[config.mk]
export PLATFORM = sky130hd
export DESIGN_NAME = icache_bank_rr_arbiter_flat
export DESIGN_NICKNAME = d
export VERILOG_FILES = /design/src/rtl/icache_bank_rr_arbiter_pkg.sv /design/src/rtl/icache_bank_rr_arbiter_if.sv /design/src/rtl/bin_to_onehot.sv /design/src/rtl/icache_bank_rr_arbiter_id_fifo.sv /design/src/rtl/icache_bank_rr_arbiter.sv /design/src/flat_wrapper.sv
export SDC_FILE = /design/constraint.sdc
export NUM_CORES = 1
export LEC_CHECK = 0
export ABC_AREA = 1
export ABC_CLOCK_PERIOD_IN_PS = 1900
export BUFFER_PORTS_ARGS = -buffer_cell sky130_fd_sc_hd__buf_2
export CAP_MARGIN = 20
export CORE_AREA = 3 3 170 172
export DETAILED_ROUTE_END_ITERATION = 10
export DIE_AREA = 0 0 173 175
export GPL_ROUTABILITY_DRIVEN = 0
export PLACE_DENSITY = 0.53
export SETUP_SLACK_MARGIN = 0.02
export SYNTH_ARGS = -nofsm -noshare
export SYNTH_HDL_FRONTEND = slang
export SYNTH_SLANG_ARGS = --single-unit
[constraint.sdc]
create_clock -name clk -period 1.9 [get_ports clk]
set_input_delay 0 -clock clk [delete_from_list [all_inputs] [get_ports clk]]
set_output_delay 0 -clock clk [all_outputs]
set_load 0.03 [all_outputs]
[src/rtl/icache_bank_rr_arbiter_pkg.sv]
// Shared types, default widths and helpers for the icache bank round-robin arbiter.
package icache_arb_pkg;

  localparam int unsigned DEFAULT_N_MASTER        = 4;
  localparam int unsigned DEFAULT_ADDR_WIDTH      = 32;
  localparam int unsigned DEFAULT_DATA_WIDTH      = 128;
  localparam int unsigned DEFAULT_MAX_OUTSTANDING = 2;

  typedef enum logic {
    ARB_IDLE = 1'b0,
    ARB_HOLD = 1'b1
  } arb_state_e;

  // Width of a master index; never narrower than one bit.
  function automatic int unsigned id_w(input int unsigned n);
    return (n > 1) ? $clog2(n) : 1;
  endfunction

endpackage

[src/rtl/icache_bank_rr_arbiter_if.sv]
// Fetch-side and bank-side handshake bundle of the icache bank arbiter.
interface icache_bank_rr_arbiter_if
  import icache_arb_pkg::*;
#(
  parameter int unsigned N_MASTER   = DEFAULT_N_MASTER,
  parameter int unsigned ADDR_WIDTH = DEFAULT_ADDR_WIDTH,
  parameter int unsigned DATA_WIDTH = DEFAULT_DATA_WIDTH
);

  logic [N_MASTER-1:0]                 req_i;
  logic [N_MASTER-1:0][ADDR_WIDTH-1:0] add_i;
  logic [N_MASTER-1:0]                 gnt_o;
  logic [N_MASTER-1:0]                 r_valid_o;
  logic [DATA_WIDTH-1:0]               r_rdata_o;
  logic                                req_o;
  logic [ADDR_WIDTH-1:0]               add_o;
  logic                                gnt_i;
  logic                                r_valid_i;
  logic [DATA_WIDTH-1:0]               r_rdata_i;

  // Arbiter view.
  modport slave (
    input  req_i, add_i, gnt_i, r_valid_i, r_rdata_i,
    output gnt_o, r_valid_o, r_rdata_o, req_o, add_o
  );

  // Environment view (fetch ports plus bank controller).
  modport master (
    output req_i, add_i, gnt_i, r_valid_i, r_rdata_i,
    input  gnt_o, r_valid_o, r_rdata_o, req_o, add_o
  );

endinterface

[src/rtl/bin_to_onehot.sv]
// Binary index to one-hot decoder.
module bin_to_onehot #(
  parameter int unsigned BIN_WIDTH = 2
) (
  input  logic [BIN_WIDTH-1:0]        bin,
  output logic [(1<<BIN_WIDTH)-1:0]   onehot
);

  localparam int unsigned ONEHOT_W = 1 << BIN_WIDTH;

  // Shift a single set bit to the indexed position.
  assign onehot = ONEHOT_W'(1) << bin;

endmodule

[src/rtl/icache_bank_rr_arbiter_id_fifo.sv]
// In-order FIFO of master IDs for accepted, not yet answered requests.
module icache_id_fifo #(
  parameter int unsigned DEPTH = 2,
  parameter int unsigned WIDTH = 2
) (
  input  logic             clk,
  input  logic             rst_n,
  input  logic             push,
  input  logic [WIDTH-1:0] din,
  input  logic             pop,
  output logic [WIDTH-1:0] dout,
  output logic             full,
  output logic             empty
);

  localparam int unsigned PTR_W = (DEPTH > 1) ? $clog2(DEPTH) : 1;
  localparam int unsigned CNT_W = $clog2(DEPTH + 1);

  logic [WIDTH-1:0] mem [DEPTH];
  logic [PTR_W-1:0] wr_ptr;
  logic [PTR_W-1:0] rd_ptr;
  logic [CNT_W-1:0] count;
  logic             do_push;
  logic             do_pop;

  function automatic logic [PTR_W-1:0] ptr_next(input logic [PTR_W-1:0] p);
    return (p == PTR_W'(DEPTH - 1)) ? '0 : p + PTR_W'(1);
  endfunction

  // A full FIFO refuses pushes even when a pop happens in the same cycle.
  assign do_push = push & ~full;
  assign do_pop  = pop & ~empty;
  assign full    = (count == CNT_W'(DEPTH));
  assign empty   = (count == '0);
  assign dout    = mem[rd_ptr];

  // Storage, pointers and occupancy.
  always_ff @(posedge clk or negedge rst_n) begin
    if (!rst_n) begin
      for (int i = 0; i < int'(DEPTH); i++) mem[i] <= '0;
      wr_ptr <= '0;
      rd_ptr <= '0;
      count  <= '0;
    end else begin
      if (do_push) begin
        mem[wr_ptr] <= din;
        wr_ptr      <= ptr_next(wr_ptr);
      end
      if (do_pop) rd_ptr <= ptr_next(rd_ptr);
      unique case ({do_push, do_pop})
        2'b10:   count <= count + CNT_W'(1);
        2'b01:   count <= count - CNT_W'(1);
        default: count <= count;
      endcase
    end
  end

endmodule

[src/rtl/icache_bank_rr_arbiter.sv]
// Round-robin share of one icache bank port between N_MASTER fetch ports,
// with in-order response routing through an ID FIFO.
module icache_bank_rr_arbiter
  import icache_arb_pkg::*;
#(
  parameter int unsigned N_MASTER        = DEFAULT_N_MASTER,
  parameter int unsigned ADDR_WIDTH      = DEFAULT_ADDR_WIDTH,
  parameter int unsigned DATA_WIDTH      = DEFAULT_DATA_WIDTH,
  parameter int unsigned MAX_OUTSTANDING = DEFAULT_MAX_OUTSTANDING
) (
  input  logic                      clk,
  input  logic                      rst_n,
  icache_bank_rr_arbiter_if.slave   bus,
  output logic                      err_o
);

  localparam int unsigned ID_W = id_w(N_MASTER);

  arb_state_e          state_q;
  logic [ID_W-1:0]     rr_ptr_q;
  logic [ID_W-1:0]     sel_q;
  logic [ID_W-1:0]     rr_sel_c;
  logic [ID_W-1:0]     sel_c;
  logic [ID_W-1:0]     fifo_head;
  logic [N_MASTER-1:0] sel_oh;
  logic [N_MASTER-1:0] head_oh;
  logic                fifo_full;
  logic                fifo_empty;
  logic                req_c;
  logic                accept_c;
  logic                pop_c;
  logic                err_set_c;

  // Cyclic search for the first requester at or after the round-robin pointer.
  always_comb begin
    logic [ID_W-1:0] idx;
    logic            found;
    rr_sel_c = rr_ptr_q;
    idx      = '0;
    found    = 1'b0;
    for (int unsigned i = 0; i < N_MASTER; i++) begin
      idx = rr_ptr_q + ID_W'(i);
      if (!found && bus.req_i[idx]) begin
        rr_sel_c = idx;
        found    = 1'b1;
      end
    end
  end

  // Handshake decode; everything is forced quiet while reset is asserted.
  always_comb begin
    sel_c     = (state_q == ARB_HOLD) ? sel_q : rr_sel_c;
    req_c     = rst_n & (((state_q == ARB_IDLE) & (|bus.req_i) & ~fifo_full)
                         | (state_q == ARB_HOLD));
    accept_c  = req_c & bus.gnt_i;
    pop_c     = rst_n & bus.r_valid_i & ~fifo_empty;
    err_set_c = (bus.r_valid_i & fifo_empty)
              | ((state_q == ARB_HOLD) & ~bus.req_i[sel_q]);
  end

  bin_to_onehot #(.BIN_WIDTH(ID_W)) u_sel_oh (
    .bin    (sel_c),
    .onehot (sel_oh)
  );

  bin_to_onehot #(.BIN_WIDTH(ID_W)) u_head_oh (
    .bin    (fifo_head),
    .onehot (head_oh)
  );

  icache_id_fifo #(
    .DEPTH (MAX_OUTSTANDING),
    .WIDTH (ID_W)
  ) u_id_fifo (
    .clk   (clk),
    .rst_n (rst_n),
    .push  (accept_c),
    .din   (sel_c),
    .pop   (pop_c),
    .dout  (fifo_head),
    .full  (fifo_full),
    .empty (fifo_empty)
  );

  assign bus.req_o     = req_c;
  assign bus.add_o     = rst_n ? bus.add_i[sel_c] : '0;
  assign bus.gnt_o     = accept_c ? sel_oh : '0;
  assign bus.r_valid_o = pop_c ? head_oh : '0;
  assign bus.r_rdata_o = rst_n ? bus.r_rdata_i : '0;

  // Arbitration FSM, round-robin pointer, held selection and sticky error.
  always_ff @(posedge clk or negedge rst_n) begin
    if (!rst_n) begin
      state_q  <= ARB_IDLE;
      rr_ptr_q <= '0;
      sel_q    <= '0;
      err_o    <= 1'b0;
    end else begin
      unique case (state_q)
        ARB_IDLE: begin
          if (req_c && !bus.gnt_i) begin
            state_q <= ARB_HOLD;
            sel_q   <= rr_sel_c;
          end
        end
        ARB_HOLD: begin
          if (bus.gnt_i) state_q <= ARB_IDLE;
        end
        default: state_q <= ARB_IDLE;
      endcase
      if (accept_c) rr_ptr_q <= sel_c + ID_W'(1);
      if (err_set_c) err_o <= 1'b1;
    end
  end

endmodule

[src/flat_wrapper.sv]
// flat-port wrapper written by rule: the top's interface ports become plain ports
module icache_bank_rr_arbiter_flat import icache_arb_pkg::*;
#(
  parameter int unsigned N_MASTER        = DEFAULT_N_MASTER,
  parameter int unsigned ADDR_WIDTH      = DEFAULT_ADDR_WIDTH,
  parameter int unsigned DATA_WIDTH      = DEFAULT_DATA_WIDTH,
  parameter int unsigned MAX_OUTSTANDING = DEFAULT_MAX_OUTSTANDING
)
  (clk, rst_n, err_o, bus_req_i, bus_add_i, bus_gnt_i, bus_r_valid_i, bus_r_rdata_i, bus_gnt_o, bus_r_valid_o, bus_r_rdata_o, bus_req_o, bus_add_o);
  icache_bank_rr_arbiter_if #(.N_MASTER(N_MASTER), .ADDR_WIDTH(ADDR_WIDTH), .DATA_WIDTH(DATA_WIDTH)) bus_i ();
  input  logic clk;
  input  logic rst_n;
  output logic err_o;
  input wire logic [$bits(bus_i.req_i)-1:0] bus_req_i;
  input wire logic [$bits(bus_i.add_i)-1:0] bus_add_i;
  input wire logic [$bits(bus_i.gnt_i)-1:0] bus_gnt_i;
  input wire logic [$bits(bus_i.r_valid_i)-1:0] bus_r_valid_i;
  input wire logic [$bits(bus_i.r_rdata_i)-1:0] bus_r_rdata_i;
  output wire logic [$bits(bus_i.gnt_o)-1:0] bus_gnt_o;
  output wire logic [$bits(bus_i.r_valid_o)-1:0] bus_r_valid_o;
  output wire logic [$bits(bus_i.r_rdata_o)-1:0] bus_r_rdata_o;
  output wire logic [$bits(bus_i.req_o)-1:0] bus_req_o;
  output wire logic [$bits(bus_i.add_o)-1:0] bus_add_o;
  assign bus_i.req_i = bus_req_i;
  assign bus_i.add_i = bus_add_i;
  assign bus_i.gnt_i = bus_gnt_i;
  assign bus_i.r_valid_i = bus_r_valid_i;
  assign bus_i.r_rdata_i = bus_r_rdata_i;
  assign bus_gnt_o = bus_i.gnt_o;
  assign bus_r_valid_o = bus_i.r_valid_o;
  assign bus_r_rdata_o = bus_i.r_rdata_o;
  assign bus_req_o = bus_i.req_o;
  assign bus_add_o = bus_i.add_o;
  icache_bank_rr_arbiter #(.N_MASTER(N_MASTER), .ADDR_WIDTH(ADDR_WIDTH), .DATA_WIDTH(DATA_WIDTH), .MAX_OUTSTANDING(MAX_OUTSTANDING)) u_core (.clk(clk), .rst_n(rst_n), .bus(bus_i), .err_o(err_o));
endmodule
# Word level (Yosys, flattened, before mapping)
# Cells that the tools add are included.
# W data, S select, Z words.
# word_totals
regBits	14
out_inout_bits	170
wordCells	97
input_bits	264
# classes
n_eq_ne	3
n_bitwise	18
n_reduce_logical	13
shifts	2
addsub	8
magnitude_cmp	9
muxes	35
# ops
op	n
$mux W128	1
$bmux W32 S2	1
$mux W32	2
$lt A2 B3 Y1 const B	6
$mux W2	8
$mux W1	12
$and A1 B1 Y1	10
$bmux W1 S2	5
$mux W4	2
$shl A1 B2 Y4 const A	2
$add A2 B1 Y2 const B	3
$logic_and A1 B1 Y1	5
$add A2 B2 Y2 const B	2
$bwmux W4	1
$eq A2 B2 Y1 const B	2
$ge A2 B2 Y1 const B	2
$logic_not A1 Y1	4
$not A1 Y1	4
$not A1 Y2	2
$pmux W2 S2	1
$reduce_or A4 Y1	1
$add A1 B1 Y1 const B	2
$demux W2 S1	1
$eq A2 B1 Y1 const B	1
7 further kinds	8

# Longest topological paths before layout
# logic_depth
depth_word	16
depth_mapped	17

# By module
# A second synthesis with hierarchy kept.
# unflattened
cells_unflattened	788
hier_area_um2	4085.2
# by_module_without_submodules
mod	area_per_inst_um2	seq_area_each_um2	cells_each	n_inst
icache_bank_rr_arbiter	3616.0	150.1	720	1
icache_id_fifo	416.6	200.2	54	1
bin_to_onehot	26.3	0.0	7	2

# Worst setup path after synthesis
# OpenSTA, ideal clock, no wires.
# synth_path
path_type	flip-flop to flip-flop
startpoint	register u_core.u_id_fifo.count[0]
endpoint	register u_core.u_id_fifo.count[1]
setup_slack_ns	-0.521
t_required_ns	1.776
stages_incl_launch_ff	12
period_less_slack_ns	2.421
arrival_ns	2.297
setup_time_ns	0.124
cell_sequence	dfrtp_1 -> inv_1 -> nand2_1 -> o21ai_0 -> a21oi_1 -> nand2_1 -> inv_1 -> nand2_1 -> ha_1 -> a21oi_1 -> o21ai_0 -> xnor2_1
# synth_via
elab_chain_len	9
# synth_lines
element	line	text
start, declared	icache_bank_rr_arbiter_id_fifo.sv:22	logic [CNT_W-1:0] count;
start signal, assigned	icache_bank_rr_arbiter_id_fifo.sv:51	2'b10: count <= count + CNT_W'(1);
start signal, assigned	icache_bank_rr_arbiter_id_fifo.sv:52	2'b01: count <= count - CNT_W'(1);
start signal, assigned	icache_bank_rr_arbiter_id_fifo.sv:53	default: count <= count;
$eq A2 B2 Y1 *	icache_bank_rr_arbiter_id_fifo.sv:33	assign full = (count == CNT_W'(DEPTH));
$not A1 Y1 *	icache_bank_rr_arbiter.sv:53	req_c = rst_n & (((state_q == ARB_IDLE) & (|bus.req_i) & ~fifo_full)
$and A1 B1 Y1 *	icache_bank_rr_arbiter.sv:53	
$or A1 B1 Y1 *	icache_bank_rr_arbiter.sv:54	| (state_q == ARB_HOLD));
$and A1 B1 Y1 *	icache_bank_rr_arbiter.sv:53	
named net bus_req_o	flat_wrapper.sv:22	output wire logic [$bits(bus_i.req_o)-1:0] bus_req_o;
$and A1 B1 Y1 *	icache_bank_rr_arbiter.sv:55	accept_c = req_c & bus.gnt_i;
$and A1 B1 Y1 *	icache_bank_rr_arbiter_id_fifo.sv:31	assign do_push = push & ~full;
$eq A2 B1 Y1 or $eq A2 B2 Y1 (tied branches)	icache_bank_rr_arbiter_id_fifo.sv:50	unique case ({do_push, do_pop})
$pmux W2 S2 or $reduce_bool A2 Y1 (tied branches)	--	
# Mark *: on every way through the listed nets, which the timed path passes. The rest lies on a longest branch.
# A chain may end at the register's enable or synchronous reset.

# Worst setup path in the final report
# layout_path
startpoint	register u_core.rr_ptr_q[0]
endpoint	output port bus_add_o[3]
# layout_via
elab_chain_len	16
# layout_lines
element	line	text
start, declared	icache_bank_rr_arbiter.sv:20	logic [ID_W-1:0] rr_ptr_q;
start signal, assigned	icache_bank_rr_arbiter.sv:111	if (accept_c) rr_ptr_q <= sel_c + ID_W'(1);
branches (longest 11 deep; another with $add A2 B1 Y2)	--	
$mux W2 *	icache_bank_rr_arbiter.sv:43	if (!found && bus.req_i[idx]) begin
$mux W2 *	icache_bank_rr_arbiter.sv:52	sel_c = (state_q == ARB_HOLD) ? sel_q : rr_sel_c;
$bmux W32 S2 *	icache_bank_rr_arbiter.sv:86	assign bus.add_o = rst_n ? bus.add_i[sel_c] : '0;
$mux W32 (not written as such) *	icache_bank_rr_arbiter.sv:86	
$mux W32 *	icache_bank_rr_arbiter.sv:86	
end, declared	flat_wrapper.sv:23	output wire logic [$bits(bus_i.add_o)-1:0] bus_add_o;
# Every way passes the cells marked *. The select of a mux whose other input is x is not followed.

==> metrics.csv <==
stage,metric,value,unit
yosys,syn_inst,854,
timing,hold_slack,0.0147,ns
final_layout,drive_above_1_share,0.452,
floorplan,core-area,27600,um2
floorplan,num_rows,61,
yosys,syn_area,3820,um2
drt,vias,6590,
min_path,min_from,bus_r_valid_i,
flow_run,max-cap-violations,0,
timing,fin_ws,-0.616,ns
floorplan,pin_count,434,
final_layout,synthToLayoutAreaGrowth,97.1,%
min_path,holdCritPathClass,in2reg,
worst_setup_path,r2r_cells,14,
final_layout,final_common_cell,buf_2,
grt,grt_pass1_vias,6498,
floorplan,die_y,175,um
timing,relSlewSlack,0.567,
drt,drtIter0Drc,306,
run_status,violations,setup timing,
worst_setup_path,required,1.90,ns
clock_tree,cts_buffers,3,
drt,first_pass_iters,5,
drt,post-route-drc-count,0,
yosys,yosysSeqAreaShare,0.0917,
worst_setup_path,cp_slowest_cell,dfrtp_2,
grt,grt_pass1_wl,38300,um
worst_setup_path,cpMostUsedCell,nand2_1,
clock_tree,cts_max_level,1,
clock_tree,clk_pin_slew,0.05,ns
yosys,synth_cell_types,20,
power,vdd_drop_max,0.748,mV
timing,worst_slew_pin_slew,0.643,ns
yosys,syn_area_per_cell,4.47,um2
timing,max_freq,397,MHz
power,combPwrFrac,0.912,
final_layout,nNetsFinal,1580,
floorplan,die_x,173,um
clock_tree,clock-sinks,14,
yosys,ys_ff_latch,14,
power,seq_power_share,0.048,
timing,finalCritPeriodShare,1.32,
floorplan,die_area,30300,um2
grt,grt_max_degree,133,
drt,routedWlPerCell,15.4,um
worst_setup_path,end_kind,output port,
clock_tree,tritoncts,built,
drt,ant_nets,0,
run_status,outcome,"finished, violations left",
timing,hold_violations,0,
yosys,synth_nets,1123,
clock_tree,cts_root_buf,clkbuf_16,
power,total_power,0.0112,W
power,p_sw_frac,0.546,
worst_setup_path,crit_path_start_kind,flop,
worst_setup_path,crit_arrival,2.52,ns
worst_setup_path,criticalPathCategory,reg2out,
clock_tree,insertion_delay,0.24,ns
yosys,yosysWarnings,0,
worst_setup_path,cp_max_fo,10,
min_path,whs_path_depth,3,
final_layout,final_cell_mix,"buf_2 (396), nand2_1 (364), inv_1 (212), nand3_1 (70), buf_4 (46)",
power,p_switching,0.00612,W
power,p_int,0.00509,W
worst_setup_path,crit_chain,"clkinvlp_4, nand2_4, nand3_1, nand2_1, nand2_2, inv_1, nand2_2, nand2_2, nand3_4, buf_12, bufbuf_16, nand3_1, nand2_1, nand2_1, nand2_1, nor2_2, buf_6",
grt,antenna_found_initial,9,
power,power.leakage,5.44,nW
power,p_clk_frac,0.040,
power,powerDensity,1490,nW/um2
timing,maxSlewViolCount,0,
timing,min_period,2.52,ns
drt,drt-total-wl,26000,um
drt,vias_per_cell,3.90,
worst_setup_path,worstReg2RegEnd,u_core.rr_ptr_q[1],
worst_setup_path,reg2reg_setup_slack,-0.18,ns
timing,rsz0062_at_grt,yes,
final_layout,final_util,0.273,
floorplan,initial_core_util,0.138,
min_path,min_to,u_core.err_o,
grt,track_usage,0.161,
worst_setup_path,cp_slowest_stage_delay,0.44,ns
grt,gr-total-overflow,0,
place,post-dp-hpwl,21600,um
clock_tree,cts_buffer_depth,2,
place,port_buffers,433,
timing,finalSetupViolCount,38,
timing,skew,0.00251,ns
worst_setup_path,regToRegStartpoint,u_core.rr_ptr_q[0],
-- power groups by stage --
stage,Combinational [W],Clock (W),Sequential (W)
floorplan,0.00567,0,0.000526
global placement,0.00834,0,0.000526
detailed placement,0.00836,0,0.000528
CTS,0.0101,0.000457,0.000536
global route,0.0112,0.000468,0.000555
finish,0.0102,0.000445,0.000541
-- metrics by stage --
step	cells	setup slack, ns	area [um2]	TNS, ns
3_3_place_gp	1664	-0.333	6820	-10.13
6_report	1691	-0.616	7530	-19.76
4_1_cts	1685	-0.559	7440	-18.16
2_1_floorplan	854	-0.0850	4010	-0.246
5_1_grt	1691	-0.779	7530	-26.37
3_5_place_dp	1664	-0.327	6820	-10.40
-- critical path: cells and delay by family (launching register included) --
family	cells	cell delay (ns)
buffers and inverters	5	0.84
flip-flops	1	0.44
AND/OR/NAND/NOR	12	1.00
-- synth_stat cells (all sizes together) --
cell type  instances  share of area
xor2               1         0.0023
nand2            391           0.39
buf               22          0.048
nor4               1         0.0016
inv              217           0.21
clkbuf            25          0.025
dfrtp             14          0.092
ha                 5          0.016
clkinv             1        0.00098
nand3             77           0.10
a21oi              5         0.0065
o21ai             14          0.018
xnor2              2         0.0046
nor3               2         0.0026
nor2              77          0.076
-- worst max-delay path by stage --
stage	slack (ns)	startpoint	depth (start not counted)	to
final	-0.62	u_core.rr_ptr_q[0]	17	bus_add_o[3]
after global routing	-0.78	u_core.rr_ptr_q[0]	17	bus_add_o[7]
after global placement	-0.33	u_core.rr_ptr_q[1]	16	bus_add_o[6]
after CTS	-0.56	u_core.rr_ptr_q[0]	17	bus_add_o[29]
after detailed placement	-0.33	u_core.rr_ptr_q[0]	16	bus_add_o[6]
after floorplan	-0.09	u_core.u_id_fifo.count[0]	11	u_core.u_id_fifo.count[1]
-- kinds of logic (layout without fill, tap and decap cells) --
group,after synthesis,count (layout),share of synthesized area
and+or+nand+nor,548,548,0.573
buffers and inverters,265,721,0.287
AOI/OAI and AO/OA,19,19,0.0249
DFF,14,14,0.0917
adders and majority gates,5,5,0.0164
xor gates and xnor gates,3,3,0.00688
other,0,3,0
-- timing repair --
item,CTS,global route
setup endpoints to repair,40,44
hold buffers,2,0
setup buffers,11,4
pin swaps,6,13
gates cloned,4,0
endpoints found under the hold margin,15,0
gates resized for setup,101,25
-- layer usage --
| metal | part of all wire | routed length, um | global-route usage | up-vias |
|---|---|---|---|---|
| met1 | 0.40 | 10400 | 0.194 | 2921 |
| met4 | 0.012 | 323 | 0.0294 | 8 |
| met2 | 0.50 | 13100 | 0.289 | 310 |
| met5 | 0.0021 | 55 | 0 | - |
| li1 | - | - | - | 3327 |
| met3 | 0.084 | 2190 | 0.0428 | 24 |
-- flip-flops by register name, summed over array words and instances (netlist names) --
register	cells
u_core.u_id_fifo.wr_ptr	1
u_core.u_id_fifo.rd_ptr	1
u_core.u_id_fifo.count	2
u_core.sel_q	2
u_core.state_q	1
u_core.rr_ptr_q	2
u_core.u_id_fifo.mem	4
u_core.err_o	1
-- layout make-up --
cell class / instances / area, um2
multi-input combinational: 575 / 2680
timing repair inverter: 1 / 7.51
timing repair buffer: 498 / 3100
clock buffer: 4 / 88.8
inverter: 218 / 821
sequential: 14 / 352
tap: 378 / 473
antenna: 3 / 7.51
fill: 3233 / 20100
(Power assumes the default switching activity.)
